===== config.mk =====
export PLATFORM = sky130hd
export DESIGN_NAME = demux_stream
export DESIGN_NICKNAME = d
export VERILOG_FILES = /design/src/rtl/demux_pkg.sv /design/src/rtl/demux_chan_reg.sv /design/src/rtl/demux_stream.sv
export SDC_FILE = /design/constraint.sdc
export NUM_CORES = 1
export LEC_CHECK = 0
export ABC_CLOCK_PERIOD_IN_PS = 1400
export CAP_MARGIN = 20
export CORE_ASPECT_RATIO = 1.2
export CORE_MARGIN = 8
export CORE_UTILIZATION = 35
export DETAILED_ROUTE_END_ITERATION = 10
export GPL_TIMING_DRIVEN = 0
export PLACE_DENSITY = 0.74
export SKIP_LAST_GASP = 1
export SLEW_MARGIN = 25
export SYNTH_ARGS = -nofsm -noshare
export SYNTH_HDL_FRONTEND = slang
export SYNTH_HIERARCHICAL = 1
export SYNTH_SLANG_ARGS = --single-unit

===== constraint.sdc =====
create_clock -name clk -period 1.4 [get_ports clk]
set_input_delay 0.21 -clock clk [delete_from_list [all_inputs] [get_ports clk]]
set_output_delay 0.21 -clock clk [all_outputs]
set_load 0.01 [all_outputs]

===== src/rtl/demux_pkg.sv =====
// Shared defaults for the stream demultiplexer: word width, channel count and
// drop-counter width.
package demux_pkg;
  localparam int DEF_WIDTH    = 8;
  localparam int DEF_CHANNELS = 4;
  localparam int DROP_CNT_W   = 16;
endpackage


===== src/rtl/demux_chan_reg.sv =====
// One-entry register slice holding the current word for a single output channel.
module demux_chan_reg
  import demux_pkg::*;
#(
  parameter int WIDTH     = DEF_WIDTH,
  parameter int ZERO_IDLE = 1
) (
  input  logic             clk,
  input  logic             rst,
  input  logic             wr_en,
  input  logic [WIDTH-1:0] wr_data,
  output logic [WIDTH-1:0] out_data,
  output logic             out_valid,
  input  logic             out_ready
);

  logic [WIDTH-1:0] data_q, data_d;
  logic             valid_q, valid_d;

  // A write in the same cycle as a drain replaces the word without a bubble.
  always_comb begin
    data_d  = data_q;
    valid_d = valid_q;
    if (valid_q && out_ready) valid_d = 1'b0;
    if (wr_en) begin
      data_d  = wr_data;
      valid_d = 1'b1;
    end
  end

  always_ff @(posedge clk or posedge rst) begin
    if (rst) begin
      data_q  <= '0;
      valid_q <= 1'b0;
    end else begin
      data_q  <= data_d;
      valid_q <= valid_d;
    end
  end

  assign out_valid = valid_q;
  assign out_data  = ((ZERO_IDLE != 0) && !valid_q) ? '0 : data_q;

endmodule


===== src/rtl/demux_stream.sv =====
// Routes a valid/ready input stream to one of CHANNELS output slices chosen by
// sel; out-of-range selections are discarded and counted.
module demux_stream
  import demux_pkg::*;
#(
  parameter int WIDTH     = DEF_WIDTH,
  parameter int CHANNELS  = DEF_CHANNELS,
  parameter int ZERO_IDLE = 1,
  localparam int SEL_W    = (CHANNELS > 2) ? $clog2(CHANNELS) : 1
) (
  input  logic                      clk,
  input  logic                      rst,
  input  logic [WIDTH-1:0]          x,
  input  logic [SEL_W-1:0]          sel,
  input  logic                      enable,
  input  logic                      in_valid,
  output logic                      in_ready,
  output logic [CHANNELS*WIDTH-1:0] out_data,
  output logic [CHANNELS-1:0]       out_valid,
  input  logic [CHANNELS-1:0]       out_ready,
  output logic                      drop,
  output logic [DROP_CNT_W-1:0]     drop_cnt
);

  function automatic logic [DROP_CNT_W-1:0] sat_inc(input logic [DROP_CNT_W-1:0] v);
    return (&v) ? v : v + DROP_CNT_W'(1);
  endfunction

  logic [31:0]           sel_ext;
  logic                  in_range;
  logic                  xfer;
  logic [CHANNELS-1:0]   sel_hit;
  logic [CHANNELS-1:0]   wr_en;
  logic                  drop_q, drop_d;
  logic [DROP_CNT_W-1:0] drop_cnt_q, drop_cnt_d;

  // Only the addressed channel's ready can stall the input, so other channels'
  // out_ready never reaches in_ready.
  always_comb begin
    sel_ext  = 32'(sel);
    in_range = sel_ext < 32'(CHANNELS);
    for (int k = 0; k < CHANNELS; k++) begin
      sel_hit[k] = (sel_ext == 32'(k));
    end
    in_ready   = enable && !rst && !(|(sel_hit & out_valid & ~out_ready));
    xfer       = in_valid && in_ready;
    wr_en      = sel_hit & {CHANNELS{xfer}};
    drop_d     = xfer && !in_range;
    drop_cnt_d = drop_d ? sat_inc(drop_cnt_q) : drop_cnt_q;
  end

  always_ff @(posedge clk or posedge rst) begin
    if (rst) begin
      drop_q     <= 1'b0;
      drop_cnt_q <= '0;
    end else begin
      drop_q     <= drop_d;
      drop_cnt_q <= drop_cnt_d;
    end
  end

  assign drop     = drop_q;
  assign drop_cnt = drop_cnt_q;

  for (genvar k = 0; k < CHANNELS; k++) begin : g_chan
    demux_chan_reg #(
      .WIDTH    (WIDTH),
      .ZERO_IDLE(ZERO_IDLE)
    ) u_chan (
      .clk      (clk),
      .rst      (rst),
      .wr_en    (wr_en[k]),
      .wr_data  (x),
      .out_data (out_data[k*WIDTH +: WIDTH]),
      .out_valid(out_valid[k]),
      .out_ready(out_ready[k])
    );
  end

endmodule


-- Word level (Yosys, flattened, before mapping)
Index checks and enable logic that the tools add are counted.
- div/mod/pow operators: 0
- order comparisons: 0
- multiplexer cells: 12
- bitwise logic cells: 4
- equality and inequality tests: 3
- add/sub/neg operators: 0
- shift-type cells: 0
- $mul: 0
- reduce and logical (&&, ||, !) cells: 15
- operators by type and width (operator ; number):
    2-to-1 mux 8 bit ; 4
    AND 4 bit ; 3
    2-to-1 mux 1 bit ; 8
    nonzero test 2 bit ; 4
    logical AND 1 bit ; 7
    == test 2 bit (second input constant) ; 2
    NOT 4 bit ; 1
    OR reduction 4 bit ; 1
    == test 2 x 1 -> 1 bit (second input constant) ; 1
    logical NOT 1 bit ; 2
    logical NOT 2 bit ; 1
- latch bits: 0
- memories: 0
- flip-flop bits (word level): 36
- memory bits (writable): 0
- bits of input ports: 18
- memory bits (read-only): 0
- output and inout port bits: 54

-- Longest topological paths before layout
- depth in word-level cells: 9
- depth in mapped cells: 5
- depth with buffers taken out: 4

-- By module
The synthesis kept the hierarchy.
- modules (own cells, without submodules) (module ; area each (µm²) ; cells an instance ; instances):
    demux_chan_reg ; 422.9 ; 29 ; 4
    demux_stream ; 255.2 ; 36 ; 1

-- Worst setup path after synthesis
Ideal clock, no wire load.
- path type: register -> register
- from: register g_chan[0].u_chan.valid_q
- to: register g_chan[1].u_chan.data_q[0]
- arrival time: 1.431 ns
- stages on the path, launching flop included: 6
- path slack: -0.156 ns
- library setup time: 0.125 ns
- cells stage by stage: dfrtp_1 > inv_1 > o41ai_4 > nor4_1 > buf_6 > mux2_4
- word-level cells in the longest chain between the ends: 7
- RTL lines (item ; line ; RTL):
    start, declared ; demux_chan_reg.sv:18 ; logic valid_q, valid_d;
    start signal, assigned ; demux_chan_reg.sv:37 ; valid_q <= valid_d;
    AND 4 bit (2 in a row) ; demux_stream.sv:45 ; in_ready = enable && !rst && !(|(sel_hit & out_valid & ~out_ready));
    OR reduction 4 bit ; demux_stream.sv:45 ;
    logical NOT 1 bit ; demux_stream.sv:45 ;
    logical AND 1 bit ; demux_stream.sv:45 ;
    logical AND 1 bit ; demux_stream.sv:46 ; xfer = in_valid && in_ready;
    AND 4 bit ; demux_stream.sv:47 ; wr_en = sel_hit & {CHANNELS{xfer}};
    via wr_en[1] ; demux_stream.sv:33 ; logic [CHANNELS-1:0] wr_en;
    end signal, assigned ; demux_chan_reg.sv:36 ; data_q <= data_d;
    end, declared ; demux_chan_reg.sv:17 ; logic [WIDTH-1:0] data_q, data_d;
The timed path passes the listed nets, and every way through them passes these cells.
A chain may end at the register's enable or synchronous reset.

-- Worst setup path after layout
- from: register g_chan[1].u_chan.valid_q
- to: register g_chan[1].u_chan.data_q[7]
- word-level cells in the longest chain between the ends: 7
- RTL lines (item ; line):
    start, declared ; demux_chan_reg.sv:18
    start signal, assigned ; demux_chan_reg.sv:37
    AND 4 bit (2 in a row) ; demux_stream.sv:45
    OR reduction 4 bit ; demux_stream.sv:45
    logical NOT 1 bit ; demux_stream.sv:45
    logical AND 1 bit ; demux_stream.sv:45
    logical AND 1 bit ; demux_stream.sv:46
    AND 4 bit ; demux_stream.sv:47
    via wr_en[1] ; demux_stream.sv:33
The timed path passes the listed nets, and every way through them passes these cells.

==> flow_summary.toml <==
[global_route]
overflow = 0
grt_pass1_vias = 1468
grt_pass1_wl_mm = 7.88
antenna_found_initial = 0
grt_max_degree = 12
grt_use_total_pct = 12.2

[sta]
rsz0062_at_grt = "yes"
clock_skew_ns = 0.00132
layout_min_cycle_time_ns = 1.64
fin_ws_ns = -0.243
slew_viol_final = 0
setup_viol = 49
fmax_ghz = 0.609
fin_hold_ws_ns = 0.0948
finalCritPeriodShare_pct = 117
final.setup.tns_ns = -4.34
finalHoldViolCount = 0

[finish]
nets = 265
stdcell_count = 310
area_growth_pct = 44.7
n_antenna_cell = 0
drive_gt1_share_pct = 55.2

[floorplanning]
die_w_um = 84.1
start_util_pct = 36.5
dieArea_um2 = 8220
io_pins = 72
rows = 29
core_area_um2 = 5330
die_h_um = 97.7

[clock_network]
cts_buffers = 5
cts_buffer_depth = 2
cts_root_buffer = "clkbuf_8"
htreeDepth = 2
path_clk_slew_ns = 0.07
cts_sinks = 36
cts_tree = "built"
insertion_delay_ns = 0.28
hold_buffers = 0

[drt]
routed_via_density = 4.33
drc = 0
dr.first_iter.drc_count = 74
wl_per_cell_um = 16.5
first_pass_iters = 4
vias = 1341
ant_nets = 0
wirelength_mm = 5.12

[worst_setup_path]
crit_path_max_fanout = 4
r2r_cells = 6
critPathRequiredTime_ns = 1.57
worstSetupStartpointType = "flip-flop"
path_class = "reg2reg"
worstPathArrival_ns = 1.81
end_kind = "flip-flop"

[synth]
avgSynthCellArea_um2 = 12.8
ys_warn_count = 6
synth_cell_types = 21
ys_ff_latch = 36
yosysSeqAreaShare_pct = 46.3
syn_inst = 152
synthesis.area_um2 = 1950

[outcome]
outcome = "finished, violations left"
violations = "setup timing"

[worst_hold_path]
hold_class = "in2async"

[placed_design]
placed_cells = 284
hpwl_mm = 3.55
gp_congestion = 0.698
portBuffers = 54

[job]
max_cap_violations = 0

[power]
vdd_drop_max_mv = 0.406
power.leakage_uw = 0.00151
p_per_area_nw_per_um2 = 1040
## repair_timing
| action | CTS | global route |
|---|---|---|
| endpoints found under the setup margin | 72 | 52 |
| pin swaps | 4 | 3 |
| setup buffers | 12 | 3 |
| cloned | 3 | 0 |
| resized for setup | 148 | 35 |
| hold endpoints to repair | 0 | 0 |
## worst paths after layout
path,startpoint,to,slack [ns]
worst max-delay path,g_chan[1].u_chan/out_valid,g_chan[1].u_chan/data_q[7],-0.24
worst min-delay path,rst,g_chan[1].u_chan/data_q[6],0.09
worst max register to register,g_chan[1].u_chan/out_valid,g_chan[1].u_chan/data_q[7],-0.24
worst min register to register,g_chan[2].u_chan/data_q[4],g_chan[2].u_chan/data_q[4],0.51
max in group asynchronous,rst,g_chan[3].u_chan/out_valid,1.03
min in group clk,out_ready[0],g_chan[0].u_chan/out_valid,0.31
## worst max-delay path: stages, from the launching register on
cell and delay, ns:
dfrtp_2 0.42, buf_6 0.13, nand2b_4 0.07, nand2_1 0.06
nor4_2 0.32, buf_4 0.23, mux2_4 0.30
## state kept, by name, summed over array words and instances, names as in the netlist
name                     flops
g_chan.u_chan/data_q        32
g_chan.u_chan/out_valid      4
## Yosys cell counts
library cell	number	area (um2)
a211oi_1	1	7.51
dfrtp_1	36	901
nand2_1	1	3.75
nor2b_1	1	6.26
and2b_2	1	8.76
nor2_1	1	3.75
mux2_4	32	480
conb_1	1	3.75
nand2b_1	1	6.26
nor3_1	1	5.00
nand3b_1	1	7.51
and3b_1	1	8.76
buf_4	17	128
a21o_2	4	35.0
and2_1	32	200
nor4_1	2	12.5
o41ai_4	1	27.5
o21ai_0	2	10.0
nand3_1	1	5.00
buf_6	4	45.0
inv_1	11	41.3
## per-stage QoR
| stage | setup WS, ns | total power, uW | util [%] | cell area [um2] |
|---|---|---|---|---|
| detailed placement | -0.790 | 2030 | 49.4 | 2630 |
| CTS | -0.219 | 2920 | 51.0 | 2720 |
| global route | -0.236 | 3060 | 52.8 | 2820 |
| floorplan | -0.0385 | 1810 | - | 2020 |
| global placement | -0.783 | 2010 | 49.4 | 2630 |
| finish | -0.243 | 2920 | 52.8 | 2820 |
## where the power goes
group          internal [uW]  switching (uW)
logic                    435             218
clock network            528             351
registers               1260             124
total                   2230             694
## final cells by class
cell class                 instances  area [um2]
buffer                            21         173
inverter                          11        41.3
timing repair buffer              72         569
clock buffer                       6        72.6
multi-input combinational        100         942
clock inverter                     2        35.0
tap                               62        77.6
fill                             482        2520
sequential                        36         906
## layout by cell type, fill, tap and decap left out, types with 4 or more instances in the layout
cell	n
mux2_4	32
dfrtp_1	32
and2_1	27
buf_4	26
buf_2	26
conb_1	17
buf_6	17
clkdlybuf4s50_1	12
inv_1	9
dlygate4sd2_1	6
clkbuf_8	5
and2_4	5
a21o_2	4
dfrtp_2	4
clkbuf_2	4
## metal layers
| metal | vias to the layer above | GRT usage, % | part of all wire (%) |
|---|---|---|---|
| met3 | 6 | 5.62 | 8.8 |
| li1 | 649 | - | - |
| met1 | 640 | 13.2 | 41 |
| met2 | 46 | 20.2 | 49 |
| met4 | 0 | 4.79 | 1.8 |
| met5 | - | 0 | 0 |
## cells by family (layout without fill, tap and decap cells)
kind of cell           Yosys count  in the layout  share of synthesized area (%)
other                            1             17                          0.193
flip-flops                      36             36                           46.3
AND/OR/NAND/NOR                 43             43                           13.8
buffers and inverters           32            112                           11.0
multiplexers                    32             32                           24.7
AO/OA/AOI/OAI                    8              8                           4.11
No activity file was read; power rests on OpenSTA's default activity.
